**src/rtl/conv_pkg.sv**
```systemverilog
`default_nettype none
// ============================================================================
//  Package : conv_pkg
//  Shared defaults, sum-width helper and result entry type for the
//  convolution sum collector.
//  Revision: 1.0 - initial release
// ============================================================================
package conv_pkg;

    localparam int DEFAULT_BITWIDTH     = 8;
    localparam int DEFAULT_FILTER_WIDTH = 3;
    localparam int DEFAULT_IMAGE_WIDTH  = 11;
    localparam int DEFAULT_FIFO_DEPTH   = 4;

    // Width that holds the sum of fw*fw unsigned bw-bit values without wrap
    function automatic int sum_width(input int bw, input int fw);
        return bw + $clog2(fw * fw);
    endfunction

    localparam int DEFAULT_SUM_WIDTH = sum_width(DEFAULT_BITWIDTH, DEFAULT_FILTER_WIDTH);

    typedef struct packed {
        logic [DEFAULT_SUM_WIDTH-1:0] sum;
        logic                         lastInRow;
        logic                         lastInFrame;
    } result_entry_t;

endpackage
`default_nettype wire

```
**src/rtl/conv_sum_collector_if.sv**
```systemverilog
`default_nettype none
// ============================================================================
//  Interface : conv_sum_collector_if
//  Product input and result output stream of the convolution sum collector.
//  Revision: 1.0 - initial release
// ============================================================================
interface conv_sum_collector_if
    import conv_pkg::*;
#(
    parameter int bitwidth    = DEFAULT_BITWIDTH,
    parameter int filterWidth = DEFAULT_FILTER_WIDTH,
    parameter int imageWidth  = DEFAULT_IMAGE_WIDTH
);
    localparam int sumWidth = sum_width(bitwidth, filterWidth);

    logic [filterWidth-1:0][0:filterWidth-1][bitwidth-1:0] products_in;
    logic                products_dummy_unused_guard;
    logic                productsReady_in;
    logic [sumWidth-1:0] result_out;
    logic                resultValid_out;
    logic                resultReady_in;
    logic                lastInRow_out;
    logic                lastInFrame_out;
    logic                overflow_out;

    assign products_dummy_unused_guard = 1'b0;

    // Upstream producer / downstream consumer side
    modport master (
        output products_in, productsReady_in, resultReady_in,
        input  result_out, resultValid_out, lastInRow_out, lastInFrame_out, overflow_out
    );

    // Collector side
    modport slave (
        input  products_in, productsReady_in, resultReady_in,
        output result_out, resultValid_out, lastInRow_out, lastInFrame_out, overflow_out
    );

endinterface
`default_nettype wire

```
**src/rtl/result_fifo.sv**
```systemverilog
`default_nettype none
// ============================================================================
//  Module  : result_fifo
//  Synchronous FIFO with asynchronous reset; write accepted when not full or
//  when a read happens in the same cycle.
//  Revision: 1.0 - initial release
// ============================================================================
module result_fifo #(
    parameter int WIDTH = 14,
    parameter int DEPTH = 4
) (
    input  wire logic             clock,
    input  wire logic             reset,
    input  wire logic             wr_en,
    input  wire logic [WIDTH-1:0] wr_data,
    input  wire logic             rd_en,
    output logic      [WIDTH-1:0] rd_data,
    output logic                  full,
    output logic                  empty
);
    localparam int c_ptr_w = $clog2(DEPTH);

    logic [WIDTH-1:0] r_mem [DEPTH];
    logic [c_ptr_w:0] r_wr_ptr;
    logic [c_ptr_w:0] r_rd_ptr;
    logic             w_push;
    logic             w_pop;

    assign empty   = (r_wr_ptr == r_rd_ptr);
    assign full    = (r_wr_ptr[c_ptr_w] != r_rd_ptr[c_ptr_w]) &&
                     (r_wr_ptr[c_ptr_w-1:0] == r_rd_ptr[c_ptr_w-1:0]);
    assign w_pop   = rd_en && !empty;
    // A pop in the same cycle frees the slot the push needs
    assign w_push  = wr_en && (!full || w_pop);
    assign rd_data = r_mem[r_rd_ptr[c_ptr_w-1:0]];

    always_ff @(posedge clock or posedge reset) begin
        if (reset) begin
            r_wr_ptr <= '0;
            r_rd_ptr <= '0;
            for (int i = 0; i < DEPTH; i++) begin
                r_mem[i] <= '0;
            end
        end else begin
            if (w_push) begin
                r_mem[r_wr_ptr[c_ptr_w-1:0]] <= wr_data;
                r_wr_ptr <= r_wr_ptr + (c_ptr_w+1)'(1);
            end
            if (w_pop) begin
                r_rd_ptr <= r_rd_ptr + (c_ptr_w+1)'(1);
            end
        end
    end

endmodule
`default_nettype wire

```
**src/rtl/conv_sum_collector.sv**
```systemverilog
`default_nettype none
// ============================================================================
//  Module  : conv_sum_collector
//  Two-stage adder tree over the product window, output position tagging and
//  buffered valid/ready result stream.
//  Revision: 1.0 - initial release
// ============================================================================
module conv_sum_collector
    import conv_pkg::*;
#(
    parameter int bitwidth    = DEFAULT_BITWIDTH,
    parameter int filterWidth = DEFAULT_FILTER_WIDTH,
    parameter int imageWidth  = DEFAULT_IMAGE_WIDTH,
    parameter int fifoDepth   = DEFAULT_FIFO_DEPTH
) (
    input  wire logic            clock,
    input  wire logic            reset,
    conv_sum_collector_if.slave  bus
);
    localparam int filterSize = filterWidth * filterWidth;
    localparam int sumWidth   = bitwidth + $clog2(filterSize);
    localparam int outWidth   = imageWidth - filterWidth + 1;
    localparam int rowWidth   = bitwidth + $clog2(filterWidth);
    localparam int cntWidth   = (outWidth > 1) ? $clog2(outWidth) : 1;
    localparam logic [cntWidth-1:0] c_pos_last = cntWidth'(outWidth - 1);

    typedef struct packed {
        logic [sumWidth-1:0] sum;
        logic                lastInRow;
        logic                lastInFrame;
    } entry_t;

    logic [filterWidth-1:0][rowWidth-1:0] w_row_sum;
    logic [filterWidth-1:0][rowWidth-1:0] r_row_sum;
    logic [sumWidth-1:0]                  w_total;
    logic                                 r_s1_valid;
    logic                                 r_s1_last_row;
    logic                                 r_s1_last_frame;
    logic [cntWidth-1:0]                  r_col;
    logic [cntWidth-1:0]                  r_row;
    logic                                 w_last_col;
    logic                                 r_s2_valid;
    entry_t                               r_s2_entry;
    entry_t                               w_head;
    logic                                 w_full;
    logic                                 w_empty;
    logic                                 w_rd_en;
    logic                                 w_drop;
    logic                                 r_overflow;

    always_comb begin
        w_row_sum = '0;
        for (int r = 0; r < filterWidth; r++) begin
            for (int c = 0; c < filterWidth; c++) begin
                w_row_sum[r] = w_row_sum[r] + rowWidth'(bus.products_in[r][c]);
            end
        end
    end

    always_comb begin
        w_total = '0;
        for (int r = 0; r < filterWidth; r++) begin
            w_total = w_total + sumWidth'(r_row_sum[r]);
        end
    end

    assign w_last_col = (r_col == c_pos_last);

    // Stage 1: row sums, position tags and output-map position counters
    always_ff @(posedge clock or posedge reset) begin
        if (reset) begin
            r_s1_valid      <= 1'b0;
            r_row_sum       <= '0;
            r_s1_last_row   <= 1'b0;
            r_s1_last_frame <= 1'b0;
            r_col           <= '0;
            r_row           <= '0;
        end else begin
            r_s1_valid <= bus.productsReady_in;
            if (bus.productsReady_in) begin
                r_row_sum       <= w_row_sum;
                r_s1_last_row   <= w_last_col;
                r_s1_last_frame <= w_last_col && (r_row == c_pos_last);
                if (w_last_col) begin
                    r_col <= '0;
                    r_row <= (r_row == c_pos_last) ? '0 : r_row + cntWidth'(1);
                end else begin
                    r_col <= r_col + cntWidth'(1);
                end
            end
        end
    end

    // Stage 2: full-width window total
    always_ff @(posedge clock or posedge reset) begin
        if (reset) begin
            r_s2_valid <= 1'b0;
            r_s2_entry <= '0;
        end else begin
            r_s2_valid <= r_s1_valid;
            if (r_s1_valid) begin
                r_s2_entry <= '{sum: w_total, lastInRow: r_s1_last_row,
                                lastInFrame: r_s1_last_frame};
            end
        end
    end

    assign w_rd_en = !w_empty && bus.resultReady_in;
    assign w_drop  = r_s2_valid && w_full && !w_rd_en;

    result_fifo #(
        .WIDTH ($bits(entry_t)),
        .DEPTH (fifoDepth)
    ) u_result_fifo (
        .clock   (clock),
        .reset   (reset),
        .wr_en   (r_s2_valid),
        .wr_data (r_s2_entry),
        .rd_en   (w_rd_en),
        .rd_data (w_head),
        .full    (w_full),
        .empty   (w_empty)
    );

    always_ff @(posedge clock or posedge reset) begin
        if (reset) begin
            r_overflow <= 1'b0;
        end else if (w_drop) begin
            r_overflow <= 1'b1;
        end
    end

    // Head fields are forced to zero while nothing is buffered
    assign bus.resultValid_out = !w_empty;
    assign bus.result_out      = w_empty ? '0 : w_head.sum;
    assign bus.lastInRow_out   = !w_empty && w_head.lastInRow;
    assign bus.lastInFrame_out = !w_empty && w_head.lastInFrame;
    assign bus.overflow_out    = r_overflow;

endmodule
`default_nettype wire

```
**src/flat_wrapper.sv**
```systemverilog
// flat-port wrapper written by rule: the top's interface ports become plain ports
module conv_sum_collector_flat import conv_pkg::*;
#(
    parameter int bitwidth    = DEFAULT_BITWIDTH,
    parameter int filterWidth = DEFAULT_FILTER_WIDTH,
    parameter int imageWidth  = DEFAULT_IMAGE_WIDTH,
    parameter int fifoDepth   = DEFAULT_FIFO_DEPTH
)
  (clock, reset, bus_products_in, bus_productsReady_in, bus_resultReady_in, bus_result_out, bus_resultValid_out, bus_lastInRow_out, bus_lastInFrame_out, bus_overflow_out);
  conv_sum_collector_if #(.bitwidth(bitwidth), .filterWidth(filterWidth), .imageWidth(imageWidth)) bus_i ();
  input  wire logic clock;
  input  wire logic reset;
  input wire logic [$bits(bus_i.products_in)-1:0] bus_products_in;
  input wire logic [$bits(bus_i.productsReady_in)-1:0] bus_productsReady_in;
  input wire logic [$bits(bus_i.resultReady_in)-1:0] bus_resultReady_in;
  output wire logic [$bits(bus_i.result_out)-1:0] bus_result_out;
  output wire logic [$bits(bus_i.resultValid_out)-1:0] bus_resultValid_out;
  output wire logic [$bits(bus_i.lastInRow_out)-1:0] bus_lastInRow_out;
  output wire logic [$bits(bus_i.lastInFrame_out)-1:0] bus_lastInFrame_out;
  output wire logic [$bits(bus_i.overflow_out)-1:0] bus_overflow_out;
  assign bus_i.products_in = bus_products_in;
  assign bus_i.productsReady_in = bus_productsReady_in;
  assign bus_i.resultReady_in = bus_resultReady_in;
  assign bus_result_out = bus_i.result_out;
  assign bus_resultValid_out = bus_i.resultValid_out;
  assign bus_lastInRow_out = bus_i.lastInRow_out;
  assign bus_lastInFrame_out = bus_i.lastInFrame_out;
  assign bus_overflow_out = bus_i.overflow_out;
  conv_sum_collector #(.bitwidth(bitwidth), .filterWidth(filterWidth), .imageWidth(imageWidth), .fifoDepth(fifoDepth)) u_core (.clock(clock), .reset(reset), .bus(bus_i));
endmodule
```
**config.mk**
```make
export PLATFORM = sky130hd
export DESIGN_NAME = conv_sum_collector_flat
export DESIGN_NICKNAME = d
export VERILOG_FILES = /design/src/rtl/conv_pkg.sv /design/src/rtl/conv_sum_collector_if.sv /design/src/rtl/result_fifo.sv /design/src/rtl/conv_sum_collector.sv /design/src/flat_wrapper.sv
export SDC_FILE = /design/constraint.sdc
export NUM_CORES = 1
export LEC_CHECK = 0
export BUFFER_PORTS_ARGS = -buffer_cell sky130_fd_sc_hd__buf_2
export CORE_ASPECT_RATIO = 1.75
export CORE_UTILIZATION = 50
export DETAILED_ROUTE_END_ITERATION = 8
export HOLD_SLACK_MARGIN = 0.03
export MAX_ROUTING_LAYER = met4
export PLACE_DENSITY = 0.7
export SYNTH_ARGS = -nofsm -noshare
export SYNTH_HDL_FRONTEND = slang
export SYNTH_SLANG_ARGS = --single-unit
```
**constraint.sdc**
```tcl
create_clock -name clock -period 5.68 [get_ports clock]
set_clock_uncertainty 0.15 [all_clocks]
set_input_delay 0.284 -clock clock [delete_from_list [all_inputs] [get_ports clock]]
set_output_delay 0.284 -clock clock [all_outputs]
set_load 0.05 [all_outputs]
```
Word level (Yosys, flattened, before mapping):

Cells that the tools add are included.

* bits in registers: 119
* logic and storage cells: 65

* $add $sub $neg: 12
* $lt $le $gt $ge: 3
* equality and inequality tests: 5
* mux-type cells: 9
* bitwise logic cells: 2
* reduce and logical (&&, ||, !) cells: 15

Operators with widths (count)
* bitwise mux 56 bit: 1
* two-way mux 14 bit: 3
* adder 10 x 8 -> 10 bit: 3
* binary-select mux 14 bit (select 2 bit): 1
* demux 14 bit (select 2 bit): 1
* adder 8 x 8 -> 9 bit: 3
* adder 12 x 10 -> 12 bit: 1
* two-way mux 12 bit: 1
* adder 10 x 10 -> 11 bit: 1
* logical AND 1 bit: 10
* adder 4 x 1 -> 4 bit (second input constant): 2
* == test 4 bit (second input constant): 2
* two-way mux 4 bit: 2
* adder 3 x 1 -> 3 bit (second input constant): 2
* greater-or-equal comparator 3 bit (second input constant): 2
* NOT 2 -> 3 bit: 2
* == test 3 bit: 1
* zero test 1 bit: 3
* < comparator 3 x 1 -> 1 bit (second input constant): 1
* == test 2 bit: 1
* AND reduction 2 bit: 1
* logical OR 1 bit: 1
* != test 1 bit: 1

Longest topological paths before layout:

* depth after elaboration: 6
* gate-level depth with buffers: 15
* depth with buffers taken out: 15

Cells and area by module:

A second synthesis with hierarchy kept.

* cells, all modules: 612
* area total of the unflattened synthesis: 7373.3 um2

By module, submodules not included
* conv_sum_collector: instances 1, cells each 440, area an instance 4418.0 um2, seq. area each 1426.4 um2
* result_fifo: instances 1, cells each 172, area an instance 2955.3 um2, seq. area each 1551.5 um2

Least setup slack after synthesis:

No wires, ideal clock.

* path type: register to register
* start point: reg u_core.r_row_sum[0] (netlist name)
* end point: reg u_core.r_s2_entry[11] (netlist name)
* setup time: 125 ps
* arrival time: 2859 ps
* data required time: 5405 ps
* path slack: 2546 ps
* stages on the path, launching flop included: 15
* path buffers: 0
* cell sequence: dfrtp_1 ha_1 fa_1 nand2_1 a21boi_1 o21a_1 nor2_1 xnor2_1 ha_1 and4_1 a211oi_1 o21ai_1 a31oi_1 xnor2_1 mux2_2

* word-level cells in the longest chain between the ends: 2

Ends and longest elaborated chain
* start, declared: line conv_sum_collector.sv:34 `logic [filterWidth-1:0][rowWidth-1:0] r_row_sum;`
* start signal, assigned: line conv_sum_collector.sv:81 `r_row_sum <= w_row_sum;`
* adder 10 x 10 -> 11 bit: line conv_sum_collector.sv:63 `w_total = w_total + sumWidth'(r_row_sum[r]);`
* adder 12 x 10 -> 12 bit: line conv_sum_collector.sv:63
* end signal, assigned: line conv_sum_collector.sv:102 `r_s2_entry <= '{sum: w_total, lastInRow: r_s1_last_row,`
* end, declared: line conv_sum_collector.sv:43 `entry_t r_s2_entry;`

Every way passes these cells.
A chain may end at the register's enable or synchronous reset.

Worst setup path in the final report:

* start point: reg u_core.r_row_sum[1] (netlist name)
* end point: reg u_core.r_s2_entry[12] (netlist name)

The elaborated chain is that of the path after synthesis.

==> results.md <==
- The share of power burned in the clock network is 0.193.
- The die outline height is between 150 and 200 um.
- The number of DRC markers in iteration 0 is 209.
- The number of buffers and inverters on the critical path is 0.
- The initial core utilization is 0.513.
- Cell internal power was estimated by the tool at 3.38 mW.
- The critical path is of the reg -> reg type.
- The largest single stage delay on the critical path is 550 ps.
- The final routed wirelength across all metal layers is roughly 16 mm.
- The first detailed-routing pass ran for 4 iterations.
- IR analysis of the VDD net gives a maximum drop of approximately 0.32 mV.
- Once the clock tree was built, the resizer swapped 0 gates to a different size.
- From synthesis to final layout, the design area changed by 14.9%.
- The initialized floorplan defines 60 standard-cell rows.
- Of the total synthesized cell area, the portion taken by XOR and XNOR cells is 0.0607.
- The area fraction in and, or, nand and nor cells after synthesis is 0.0904.
- The die covers roughly 16000 sq um.
- The post-synthesis instance area is 7930 sq um.
- The power per unit of standard cell area is 631 nW/um^2.
- The clock latency reported for the late side of the worst-skew pair is ~420 ps.
- By area, the combinational part of the netlist is dominated by multiplexers.
- The kind of end point of the critical path is a flop.
- The total power is between 5 and 6 mW.
- STA puts the critical path data arrival time at between 3000 and 4000 ps.
- The worst register-to-register path has a depth of 12.
- The amount of wire on met2 after detailed routing is between 9 and 10 mm.
- The die is between 90 and 100 um wide.
- The total overflow left after global routing is 0.
- The share of the clock period used by the worst path after layout is 0.612.
- The count of cell types in the netlist is 52.
- The number of synthesized flops with an enable pin is 0.
- The number of nets produced by synthesis is ~860.
- Timing analysis after detailed placement gives a worst setup slack of between 2000 and 2500 ps.
- The net switching share of the total power is 0.412.
- The master of the slowest instance on the critical path is a2111oi_1.
- The number of buffers between clock root and the deepest sink is 2.
- The worst path in the final design needs a cycle of 3480 ps, including I/O delays and setup.
- In the final design database the tool counted roughly 960 nets.
- The switching power is roughly 2.4 mW.
- Static timing analysis puts the maximum clock frequency at ~290 MHz.
- Across the run, the number of max-cap violations was 0.
- The highest metal layer carrying signal wires in the routed design is met4.
- The flow ran to the end, and the final reports show no timing, DRC or antenna violations.
- The number of vias after detailed routing is about 5.5k.
- After clock tree synthesis, the clock-pin slew on the worst setup and hold paths is roughly 60 ps.
- At the pin with the least slew margin, the transition time is 1100 ps.
- The core outline area is approximately 15000 sq um.
- Of all nets on the critical path, the largest fanout is 6.
- The count of final hold-check violations came to 0.
- The signal on the critical path passes through ha_1, a21oi_1, o21ai_1, a2111oi_1, nor2_1, xor2_1, ha_1, a21oi_1, nor4b_1, o21bai_1, xor2_1, mux2_2.
- The fraction of the mapped netlist area in compound gates is 0.115.
- In the global route stage, overall resource usage came out at 0.217.
- The relative max-transition margin is 0.268.
- The post-CTS repair timing setup buffer count is 0.
- In the routed design, unresolved DRC markers number 0.
- The library cells used most frequently in the layout, excluding fill and tap cells, are dfrtp_1 (119), buf_2 (91), ha_1 (78).
- Leaving out fill and tap cells, the most frequent cell in the layout is dfrtp_1.
- Dividing the detail-routed wire length by the instance count gives about 16 um.
- Once layout is complete, the utilization of the core stands at 0.589.
- Of the synthesized area, sequential elements account for 0.375.
- Of the total power, registers draw 0.270.
- The cell depth of the worst setup path is 12.
- The wire length of the first global-routing pass is 27.9 mm.
- The average cell area after synthesis is approximately 11 sq um.
- The mux contribution to synthesized area is 0.179.
- The launching element type of the critical path is a flop.
- The number of port buffers is 91.
- The sum of routed wire segments on met1 is approximately 6.2 mm.
- The number of antenna violations at the first check in global routing is 0.
- The CTS tree is built.
- Setup violations remaining at the end of the flow were counted as 0.
- Setup repair after global routing left no endpoint under its margin.
- The class of the tightest hold or removal check is in -> reg.
- The CTS buffer count is 17.
- The worst hold path stage count is 3.
- The analysis attributes to cell leakage a power of about 4.4 nW.
- Detailed routing placed a total of around 360 um of wire on met3.
- The max-slew violation count is 0.
- The sink count of the clock tree is around 120.
- Of the total power, combinational logic draws 0.538.
- The number of top-level pins is 92.
- The number of antenna diodes in the final layout is 0.
- The total negative slack for setup checks is 0 ps.
- Data on the critical path is required at its endpoint by between 5000 and 6000 ps.
- In the synthesized netlist the dominant register cell turns out to be dfrtp_1.
- Of the total synthesized cell area, the portion taken by full adders, half adders and majority gates is 0.143.
- Entering global routing, the biggest net connects 69 pins.
- The clock tree synthesis step divided the H-tree into 4 levels.
- The proportion of register bits with asynchronous set or reset after synthesis is 1.00.
- The fraction of layout cells with a size suffix above 1 is 0.291.
- The placed wire-length estimate is between 10 and 15 mm.
- The flop and latch count out of synthesis is between 100 and 150.
- On the final layout, the worst hold slack is around 90 ps.
- Once routing completed, OpenROAD measured the worst setup slack at 2200 ps.
- The category of cells accounting for the largest share of critical-path delay is compound AO/OA/AOI/OAI gates.
- The routability-driven placement congestion ratio is about 0.85.
- The clock root buffer master is clkbuf_16.
- Once detail routing completed, the nets flagged for antenna violations numbered 0.
- The via count of the first global-routing pass was around 6.1k.
- After detailed routing, the number of vias per cell comes to between 5 and 6.
- The number of instances in the synthesized netlist is 699.
- During synthesis, Yosys emitted a total of 0 warnings.
## metrics by stage
step | std cells | area (sq um)
after floorplan | 699 | 7930
after global placement | 960 | 8480
after detailed placement | 960 | 8480
after CTS | 994 | 9110
after global routing | 994 | 9110
final | 994 | 9110
## registers in the layout (all words and copies together), names as in the netlist, 3 cells and up
| name | count |
|---|---|
| u_core.r_row_sum | 30 |
| u_core.u_result_fifo.r_rd_ptr | 3 |
| u_core.u_result_fifo.r_wr_ptr | 3 |
| u_core.r_col | 4 |
| u_core.u_result_fifo.r_mem | 56 |
| u_core.r_s2_entry | 14 |
| u_core.r_row | 4 |
## worst register-to-register path, delay by kind of cell, from the launching register on
kind / cells / cell delay [ps]
AOI/OAI and AO/OA: 5 / 1170
adders and majority gates: 2 / 670
DFF: 1 / 410
and+or+nand+nor: 2 / 360
xor gates and xnor gates: 2 / 320
muxes: 1 / 270
## routing by layer
| metal | GRT usage | up-vias |
|---|---|---|
| met5 | - | - |
| met4 | 0.0831 | 0 |
| met3 | 0.0355 | 29 |
| met2 | 0.414 | 109 |
| met1 | 0.218 | 2727 |
| li1 | - | 2684 |
## cell type report
type	count	area, sq um
multi-input combinational	526	4670
clock buffer	18	439
sequential	119	2980
tap	186	233
fill	1274	6350
timing repair buffer	94	483
clock inverter	14	173
inverter	37	141
## final timing paths
kind	start	to	slack (ps)
max in group asynchronous	reset	u_core.r_s2_entry[1]$_DFFE_PP0P_	3730
max	u_core.r_row_sum[1]$_DFFE_PP0P_	u_core.r_s2_entry[12]$_DFFE_PP0P_	2200
min reg2reg	u_core.bus.overflow_out$_DFFE_PP0P_	u_core.bus.overflow_out$_DFFE_PP0P_	310
min in group asynchronous	reset	u_core.u_result_fifo.r_mem[28]$_DFFE_PP0P_	370
max reg2reg	u_core.r_row_sum[1]$_DFFE_PP0P_	u_core.r_s2_entry[12]$_DFFE_PP0P_	2200
min	bus_products_in[0]	u_core.r_row_sum[0]$_DFFE_PP0P_	90
## Yosys cell counts, types with 7 or more instances
library cell | number | share of area
dfrtp_1 | 119 | 0.38
ha_1 | 78 | 0.12
nor2_1 | 53 | 0.025
mux2_2 | 46 | 0.065
xnor2_1 | 42 | 0.046
mux2_4 | 39 | 0.074
inv_1 | 36 | 0.017
o21ai_0 | 33 | 0.021
a21oi_1 | 32 | 0.020
nand2_1 | 31 | 0.015
nor2b_1 | 21 | 0.017
a21o_1 | 19 | 0.018
mux4_2 | 14 | 0.040
a211oi_1 | 13 | 0.012
xor2_1 | 13 | 0.014
nor3_1 | 11 | 0.0069
fa_1 | 8 | 0.020
nand3_1 | 8 | 0.0050
clkbuf_1 | 7 | 0.0033
o21bai_1 | 7 | 0.0066
## logic make-up after synthesis
group,Yosys count
XOR/XNOR,55
flip-flops,119
buffers and inverters,54
multiplexers,99
AND/OR/NAND/NOR,145
AO/OA/AOI/OAI,141
adder cells (fa/ha/maj),86
## timing repair
item,4_1_cts,5_1_grt
hold endpoints to repair,52,0
hold buffers,2,0
setup endpoints to repair,0,0
## power groups by stage
| stage | Combinational [mW] | Sequential (mW) | Clock, mW |
|---|---|---|---|
| floorplan | 2.63 | 1.41 | 0 |
| global route | 3.40 | 1.61 | 1.16 |
| finish | 3.09 | 1.55 | 1.11 |
| detailed placement | 3.09 | 1.57 | 0 |
| global placement | 2.97 | 1.52 | 0 |
| CTS | 3.12 | 1.56 | 1.12 |
Note: power is estimated with default switching activity, not from simulation.
